$ cat src/rtl/ysyx_22041207_pipe_pkg.sv
// rtl/ysyx_22041207_pipe_pkg.sv - sequencer state encoding, stall cause codes and register constants
package ysyx_22041207_pipe_pkg;

  typedef enum logic [1:0] {
    ST_RUN      = 2'd0,
    ST_LU_STALL = 2'd1,
    ST_DRAIN    = 2'd2
  } state_e;

  typedef enum logic [2:0] {
    CAUSE_NONE     = 3'd0,
    CAUSE_LOAD_USE = 3'd1,
    CAUSE_REDIRECT = 3'd2,
    CAUSE_TRAP     = 3'd3,
    CAUSE_LSU      = 3'd4,
    CAUSE_IFU      = 3'd5
  } cause_e;

  localparam logic [4:0] REG_X0 = 5'd0;

endpackage

$ cat src/rtl/ysyx_22041207_hazard_detect.sv
// rtl/ysyx_22041207_hazard_detect.sv - combinational load-use comparator between EX load and ID operands
module ysyx_22041207_hazard_detect
  import ysyx_22041207_pipe_pkg::*;
(
  input  logic [4:0] id_rs1addr,
  input  logic [4:0] id_rs2addr,
  input  logic       id_use_rs1,
  input  logic       id_use_rs2,
  input  logic [4:0] ex_rwaddr,
  input  logic       ex_writeRD,
  input  logic       ex_memoryReadWen,
  output logic       lu_hit
);

  logic ex_load_wr;
  logic rs1_match;
  logic rs2_match;

  // x0 is hardwired to zero, so a load "writing" it never creates a dependency
  assign ex_load_wr = ex_memoryReadWen & ex_writeRD & (ex_rwaddr != REG_X0);
  assign rs1_match  = id_use_rs1 & (id_rs1addr == ex_rwaddr);
  assign rs2_match  = id_use_rs2 & (id_rs2addr == ex_rwaddr);
  assign lu_hit     = ex_load_wr & (rs1_match | rs2_match);

endmodule

$ cat src/rtl/ysyx_22041207_hazard_ctrl.sv
// rtl/ysyx_22041207_hazard_ctrl.sv - pipeline stall/flush sequencer for the 5-stage core
// Optional perf counters enabled by defining HAZARD_CTRL_PERF_EN.
module ysyx_22041207_hazard_ctrl
  import ysyx_22041207_pipe_pkg::*;
#(
  parameter int LOAD_USE_STALL = 1,
  parameter int TRAP_DRAIN     = 2,
  parameter int PERF_W         = 32
) (
  input  logic              clk,
  input  logic              rst_n,
  input  logic [4:0]        id_rs1addr,
  input  logic [4:0]        id_rs2addr,
  input  logic              id_use_rs1,
  input  logic              id_use_rs2,
  input  logic [4:0]        ex_rwaddr,
  input  logic              ex_writeRD,
  input  logic              ex_memoryReadWen,
  input  logic              ex_redirect,
  input  logic              ex_trap,
  input  logic              ifu_busy,
  input  logic              lsu_busy,
  output logic              pc_stall,
  output logic              if_id_bubble,
  output logic              if_id_flush,
  output logic              id_ex_bubble,
  output logic              id_ex_flush,
  output logic              ex_mem_bubble,
  output logic              ex_mem_flush,
  output logic [2:0]        stall_cause,
  output logic [PERF_W-1:0] perf_stall_cycles,
  output logic [PERF_W-1:0] perf_flush_count
);

  localparam logic [2:0] LU_CNT   = 3'(LOAD_USE_STALL - 1);
  localparam logic [2:0] TRAP_CNT = 3'(TRAP_DRAIN - 1);

  state_e     state_q, state_d;
  logic [2:0] cnt_q, cnt_d;
  cause_e     cause_d;
  logic       lu_hit;

  ysyx_22041207_hazard_detect u_detect (
    .id_rs1addr       (id_rs1addr),
    .id_rs2addr       (id_rs2addr),
    .id_use_rs1       (id_use_rs1),
    .id_use_rs2       (id_use_rs2),
    .ex_rwaddr        (ex_rwaddr),
    .ex_writeRD       (ex_writeRD),
    .ex_memoryReadWen (ex_memoryReadWen),
    .lu_hit           (lu_hit)
  );

  always_ff @(posedge clk or negedge rst_n) begin
    if (!rst_n) begin
      state_q <= ST_RUN;
      cnt_q   <= 3'd0;
    end else begin
      state_q <= state_d;
      cnt_q   <= cnt_d;
    end
  end

  always_comb begin
    state_d       = state_q;
    cnt_d         = cnt_q;
    cause_d       = CAUSE_NONE;
    pc_stall      = 1'b0;
    if_id_bubble  = 1'b0;
    if_id_flush   = 1'b0;
    id_ex_bubble  = 1'b0;
    id_ex_flush   = 1'b0;
    ex_mem_bubble = 1'b0;
    ex_mem_flush  = 1'b0;
    // Pipeline registers have no reset of their own; keep them cleared while reset is held
    if (!rst_n) begin
      if_id_flush  = 1'b1;
      id_ex_flush  = 1'b1;
      ex_mem_flush = 1'b1;
      state_d      = ST_RUN;
      cnt_d        = 3'd0;
    end else if (lsu_busy) begin
      pc_stall      = 1'b1;
      if_id_bubble  = 1'b1;
      id_ex_bubble  = 1'b1;
      ex_mem_bubble = 1'b1;
      cause_d       = CAUSE_LSU;
    end else if (ex_trap) begin
      pc_stall    = 1'b1;
      if_id_flush = 1'b1;
      id_ex_flush = 1'b1;
      cause_d     = CAUSE_TRAP;
      if (TRAP_DRAIN > 1) begin
        state_d = ST_DRAIN;
        cnt_d   = TRAP_CNT;
      end else begin
        state_d = ST_RUN;
        cnt_d   = 3'd0;
      end
    end else if (ex_redirect) begin
      if_id_flush = 1'b1;
      id_ex_flush = 1'b1;
      cause_d     = CAUSE_REDIRECT;
      state_d     = ST_RUN;
      cnt_d       = 3'd0;
    end else if (state_q == ST_DRAIN) begin
      pc_stall    = 1'b1;
      if_id_flush = 1'b1;
      cause_d     = CAUSE_TRAP;
      cnt_d       = cnt_q - 3'd1;
      if (cnt_q <= 3'd1) begin
        state_d = ST_RUN;
        cnt_d   = 3'd0;
      end
    end else if ((state_q == ST_LU_STALL) || lu_hit) begin
      pc_stall     = 1'b1;
      if_id_bubble = 1'b1;
      id_ex_flush  = 1'b1;
      cause_d      = CAUSE_LOAD_USE;
      // cnt counts the stall cycles still owed after the current one
      if (state_q == ST_LU_STALL) begin
        cnt_d = cnt_q - 3'd1;
        if (cnt_q <= 3'd1) begin
          state_d = ST_RUN;
          cnt_d   = 3'd0;
        end
      end else if (LOAD_USE_STALL > 1) begin
        state_d = ST_LU_STALL;
        cnt_d   = LU_CNT;
      end
    end else if (ifu_busy) begin
      pc_stall    = 1'b1;
      if_id_flush = 1'b1;
      cause_d     = CAUSE_IFU;
    end
  end

  assign stall_cause = cause_d;

`ifdef HAZARD_CTRL_PERF_EN
  logic [PERF_W-1:0] stall_cnt_q, stall_cnt_d;
  logic [PERF_W-1:0] flush_cnt_q, flush_cnt_d;

  always_comb begin
    stall_cnt_d = stall_cnt_q;
    flush_cnt_d = flush_cnt_q;
    if (pc_stall) begin
      stall_cnt_d = stall_cnt_q + 1'b1;
    end
    if ((ex_trap | ex_redirect) & ~lsu_busy) begin
      flush_cnt_d = flush_cnt_q + 1'b1;
    end
  end

  always_ff @(posedge clk or negedge rst_n) begin
    if (!rst_n) begin
      stall_cnt_q <= '0;
      flush_cnt_q <= '0;
    end else begin
      stall_cnt_q <= stall_cnt_d;
      flush_cnt_q <= flush_cnt_d;
    end
  end

  assign perf_stall_cycles = stall_cnt_q;
  assign perf_flush_count  = flush_cnt_q;
`else
  assign perf_stall_cycles = '0;
  assign perf_flush_count  = '0;
`endif

endmodule

$ cat config.mk
export PLATFORM = sky130hd
export DESIGN_NAME = ysyx_22041207_hazard_ctrl
export DESIGN_NICKNAME = d
export VERILOG_FILES = /design/src/rtl/ysyx_22041207_pipe_pkg.sv /design/src/rtl/ysyx_22041207_hazard_detect.sv /design/src/rtl/ysyx_22041207_hazard_ctrl.sv
export SDC_FILE = /design/constraint.sdc
export NUM_CORES = 1
export LEC_CHECK = 0
export BUFFER_PORTS_ARGS = -buffer_cell sky130_fd_sc_hd__buf_2
export CORE_UTILIZATION = 39
export DETAILED_ROUTE_END_ITERATION = 8
export GPL_ROUTABILITY_DRIVEN = 0
export MAX_ROUTING_LAYER = met4
export PLACE_DENSITY = 0.86
export SLEW_MARGIN = 20
export SYNTH_ARGS = -nofsm -noshare
export SYNTH_HDL_FRONTEND = slang
export SYNTH_HIERARCHICAL = 1
export SYNTH_SLANG_ARGS = --single-unit
$ cat constraint.sdc
create_clock -name clk -period 6.15 [get_ports clk]
set_clock_uncertainty 0.2 [all_clocks]
set_input_delay 1.5375 -clock clk [delete_from_list [all_inputs] [get_ports clk]]
set_output_delay 1.5375 -clock clk [all_outputs]
set_load 0.005 [all_outputs]
==> impl_metrics.tcl, run 1 <==
set metrics [dict create \
    die_x_microns 52.66 \
    critPathKind "in -> out" \
    ctsHoldBuffers 0 \
    netlist_top_cells_count "buf_4 (65), xor2_1 (8), inv_1 (6), nand2_1 (5), nor2_1 (5)" \
    yosysMostFrequentCell "buf_4" \
    arrival_ns 3.19 \
    synth.avg_cell_area_sq_um 7.583 \
    synth_simple_gate_area_share_pct 15.75 \
    synthAdderAreaFrac_pct 2.500 \
    muxShareOfSynthArea_pct 0 \
    holdPathStages 1 \
    num_vias 754 \
    clk_path_buf_depth 2 \
    drv_cap 0 \
    layout_setup_ws_ns 1.219 \
    tns_ns 0 \
    numPlacedInstances 192 \
    clkTransAtPathRegs_ns 0.03 \
    post-place-ws_ns 1.214 \
    synth-xor-area-share_pct 8.750 \
    grt_pass1_vias 596 \
    initial_core_util_pct 43.17 \
    syn_area_sq_mm 0.001001 \
    power_per_cell_area_mw_per_mm2 104.8 \
    drive_gt1_share_pct 24.55 \
    cts_root_buf "clkbuf_4" \
    num_io_pins 99 \
    coreArea_sq_mm 0.002318 \
    ctsHtreeMaxLevel 1 \
    portBuffers 34 \
    cts_buffers 3 \
    grt_overflow_total 0 \
    antenna_found_initial 0 \
    rsz0062_at_grt "false" \
    post-route-period-util_pct 80.18 \
    yosys.area.top_type "buf_4" \
    r2r_cells 4 \
    crit_slowest_cell "or4_1" \
    track_usage_pct 12.20 \
    postRouteAntennaNets 0 \
    viasPerCell 3.867 \
    async_flop_share_pct 100.0 \
    syn_inst 132 \
    fillerInstances 254 \
    cts_tree "built" \
    yosysWarnings 6 \
    synth_area_leaders "buf_4 (49%), dfrtp_1 (10%), xor2_1 (7.0%), ha_1 (2.5%), inv_1 (2.3%)" \
    grt_max_degree 13 \
    cts_resized 0 \
    ys_seq_area_share_pct 10.00 \
    diodes 0 \
    clk-insertion-delay-late_ns 0.22 \
    power.leakage_nw 0.5780 \
    slowest_delay_ns 0.53 \
    worstSetupStartpointType "input port" \
    vdd_ir_drop_max_v 0.00006273 \
    setup_viol 0 \
    avgRoutedWirePerCell_microns 8.236 \
    path_max_fanout 5 \
    fmax_mhz 202.8 \
    cts_sinks 4 \
    hpwl_microns 1490 \
    crit_chain "buf_2 > or4_1 > o211ai_2 > a21oi_1 > or4_1 > nand3_2 > nor2_1 > buf_2" \
    drc 0 \
    final_cells 195 \
    num_rows 17 \
    yosys.cell_types.count 30 \
    cp.required_ns 4.41 \
    hp-class "reg -> reg" \
    hold_violations 0 \
    firstDrtPassIters 2 \
    ys_ff_latch 4 \
    detail_route.iter0.violations 2 \
    post-cts-setup-buffers 0 \
    outcome "completed" \
    synth_top_area_share_pct 48.75 \
    nNetsFinal 196 \
    grt_pass1_wl_microns 2435 \
    synth-edff-count 0 \
    die_area_sq_mm 0.002773 \
    synth_top_family_by_area "buffers and inverters" \
    syn2layout_area_growth_pct -2.375 \
    die_y_microns 52.66 \
    min_period_ns 4.931 \
    wl_microns 1606 \
    cp-end-kind "output port" \
    slew_violations 0 \
    synth_compound_area_share_pct 11.63 \
    final_util_pct 42.15 \
    synth-main-ff-cell "dfrtp_1" \
]
[flip-flops by register name, summed over array words and instances (netlist names)]
signal and count:
state_q 1, cnt_q 3
[layout make-up]
cell class | instances | area (sq um) | share of cell area, %
multi-input combinational | 120 | 626.9 | 64.15
tap | 28 | 35.03 | 3.585
sequential | 4 | 100.1 | 10.24
inverter | 6 | 22.52 | 2.305
timing repair buffer | 34 | 170.2 | 17.41
clock buffer | 3 | 22.52 | 2.305
[power breakdown]
group	leakage [nW]	switching, mW	total (mW)	internal (mW)
Clock	0.0138	0.00822	0.0299	0.0216
Combinational	0.510	0.0267	0.0436	0.0170
Sequential	0.0542	0.00148	0.0289	0.0274
[per-stage QoR]
stage                     total power [mW]  hold WS [ns]  instance area, sq um
after global routing                0.1152        0.3380                 977.2
after global placement             0.07151        0.3118                 954.7
final                               0.1024        0.3232                 977.2
after floorplan                    0.08356        0.2739                  1237
after CTS                           0.1036        0.3179                 977.2
after detailed placement           0.07255        0.3132                 954.7
[path summary, 6_finish.rpt]
kind                                      startpoint                endpoint  slack, ns
worst max register to register  cnt_q[0]$_DFFE_PN0P_    cnt_q[2]$_DFFE_PN0P_       4.67
worst min register to register  cnt_q[2]$_DFFE_PN0P_    cnt_q[2]$_DFFE_PN0P_       0.32
worst min-delay path            cnt_q[2]$_DFFE_PN0P_    cnt_q[2]$_DFFE_PN0P_       0.32
min in group asynchronous                      rst_n  state_q[1]$_DFFE_PN0P_       0.96
max in group asynchronous                      rst_n    cnt_q[1]$_DFFE_PN0P_       4.61
worst max-delay path                    ex_rwaddr[3]          stall_cause[0]       1.22
[cells in the final DEF (no fill, tap or decap), drive strengths merged]
master  synthesis  routed
nand2           6       6
o31ai           2       2
nand3           4       4
or4             2       2
or2             1       1
o21ai           4       4
nor2            5       5
dfrtp           4       4
conb            1      64
clkbuf          0       3
o211ai          2       2
ha              2       2
nor2b           2       2
buf            65      34
nor4b           1       1
or2b            1       1
nor4            2       2
nand2b          2       2
nand3b          1       1
o21ba           1       1
a211oi          1       1
o311ai          1       1
xor2            8       8
inv             6       6
xnor2           2       2
a21oi           4       4
a21boi          2       2
[routing by layer]
metal / up-vias / part of all wire (%) / GRT usage [%] / wire length [microns]
li1: 374 / - / - / -
met4: 0 / 1.0 / 6.140 / 16
met5: - / 0 / - / 0
met3: 2 / 7.2 / 2.899 / 115
met2: 45 / 54 / 21.52 / 860
met1: 333 / 38 / 12.50 / 614
[logic make-up (layout without fill, tap and decap cells)]
| group | count (synthesis) | after routing |
|---|---|---|
| buffers and inverters | 71 | 43 |
| AND/OR/NAND/NOR | 27 | 27 |
| AO/OA/AOI/OAI | 17 | 17 |
| XOR/XNOR | 10 | 10 |
| flip-flops | 4 | 4 |
| adder cells (fa/ha/maj) | 2 | 2 |
| other | 1 | 64 |
[worst max-delay path: cells and delay by family]
family | cells | cell delay, ns
AOI/OAI and AO/OA | 2 | 0.24
buffers and inverters | 2 | 0.24
and+or+nand+nor | 4 | 1.17
(Power assumes the default switching activity.)
==> inputs of run 2 (changes only) <==
Settings changed: CORE_ASPECT_RATIO from default to 2, CORE_UTILIZATION 39 to 33, PLACE_DENSITY 0.86 to 0.78.
Clock period 6.15 ns to 4.05 ns, I/O delays scaled along.
==> impl_metrics.tcl, run 2 (synthesis gave the netlist of run 1 again) <==
set metrics [dict create \
    num_io_pins 99 \
    critPathKind "in -> out" \
    hp-class "reg -> reg" \
    hold_start "cnt_q[2]$_DFFE_PN0P_" \
    layout_setup_ws_ns 0.1417 \
    placed_area_sq_um 957.2 \
    power.leakage_nw 0.5882 \
    outcome "completed" \
    post-cts-setup-buffers 0 \
    grt_pass1_vias 679 \
    min_period_ns 3.908 \
    tns_ns 0 \
    portBuffers 34 \
    post-route-period-util_pct 96.50 \
    viasPerCell 4.096 \
    wl_microns 2031 \
    holdPathStages 1 \
    setup_viol 0 \
    cts_resized 0 \
    path_max_fanout 5 \
    antenna_found_initial 0 \
    detail_route.iter0.violations 14 \
    largest_reg_flops 3 \
    numPlacedInstances 194 \
    die_x_microns 40.95 \
    cts_tree "built" \
    num_vias 807 \
    initial_core_util_pct 34.42 \
    final_cell_mix "conb_1 (64), buf_2 (34), xor2_1 (8)" \
    r2r_cells 4 \
    clkTransAtPathRegs_ns 0.03 \
    clk_path_buf_depth 2 \
    worstSetupStartpointType "input port" \
    hold_violations 0 \
    final_common_cell "conb_1" \
    fin_hold_ws_ns 0.3184 \
    max_flop_register "cnt_q" \
    rsz0062_at_grt "false" \
    drv_cap 0 \
    fillerInstances 330 \
    drc 0 \
    avgRoutedWirePerCell_microns 10.31 \
    ctsHoldBuffers 0 \
    post-place-ws_ns 0.09422 \
    cp.required_ns 2.84 \
    num_rows 28 \
    cts_sinks 4 \
    coreArea_sq_mm 0.002908 \
    cts_buffers 3 \
    vdd_ir_drop_max_v 0.00009754 \
    syn2layout_area_growth_pct 1.875 \
    diodes 0 \
    fmax_mhz 255.9 \
    stdcell_area_sq_mm 0.001020 \
    firstDrtPassIters 4 \
    final_cells 197 \
    grt_pass1_wl_microns 2766 \
    die_area_sq_mm 0.003271 \
    grt_max_degree 13 \
    r2r_slack_ns 2.59 \
    power_per_cell_area_mw_per_mm2 194.2 \
    postRouteAntennaNets 0 \
    clk-insertion-delay-late_ns 0.21 \
    drive_gt1_share_pct 25.75 \
    ctsHtreeMaxLevel 1 \
    hpwl_microns 1731 \
    grt_overflow_total 0 \
    track_usage_pct 12.91 \
    arrival_ns 2.70 \
    cp-end-kind "output port" \
    die_y_microns 79.89 \
    cts_root_buf "clkbuf_8" \
    slew_violations 0 \
    r2r-end "cnt_q[1]$_DFFE_PN0P_" \
    reg.largest.list "cnt_q: 3 flops, state_q: 1 flops" \
    rr_startpoint "cnt_q[0]$_DFFE_PN0P_" \
    min_to "cnt_q[2]$_DFFE_PN0P_" \
    nNetsFinal 196 \
]
[run 2: cell counts in the layout (fill, tap and decap cells not counted)]
No cell type changed its count.
[run 2: power breakdown]
part           total (mW)  switching, mW  internal (mW)
Clock              0.0812         0.0181         0.0631
Combinational      0.0728         0.0460         0.0268
Sequential         0.0441        0.00238         0.0417
[run 2: area by class of cell]
class / instances / area [sq um] / area share [%]
multi-input cells: 120 / 648.1 / 63.56
clock buffers: 3 / 41.29 / 4.049
flip-flops and latches: 4 / 100.1 / 9.816
repair buffers: 34 / 170.2 / 16.69
inverters: 6 / 22.52 / 2.209
well taps: 30 / 37.54 / 3.681
[run 2: worst max-delay path, cell delays in order]
cell,delay [ns]
buf_2,0.12
or4_1,0.53
o211ai_2,0.15
a21oi_1,0.09
or4_1,0.51
nand3_2,0.12
nand2_2,0.04
buf_2,0.12
[run 2: how the worst max path moves through the flow]
stage                     slack [ns]        endpoint          from  cells past startpoint
after floorplan                 0.45  stall_cause[0]  ex_rwaddr[3]                      6
after global placement          0.13  stall_cause[0]  ex_rwaddr[4]                      9
after detailed placement        0.09  stall_cause[0]  ex_rwaddr[4]                      9
after CTS                       0.09  stall_cause[0]  ex_rwaddr[4]                      9
after global routing            0.04  stall_cause[0]  ex_rwaddr[3]                      8
final                           0.14        pc_stall  ex_rwaddr[3]                      8
[run 2: routing by layer]
metal	wire, microns	vias up	GRT usage (%)
li1	-	372	-
met2	1176	74	25.94
met3	291	4	2.507
met4	59	0	7.333
met1	504	357	7.890
met5	0	-	-
[run 2: per-stage QoR]
step                power, mW  util, %
detailed placement     0.1121    32.92
floorplan              0.1269        -
global route           0.2158    35.07
CTS                    0.1964    34.34
global placement       0.1112    32.92
finish                 0.1980    35.07
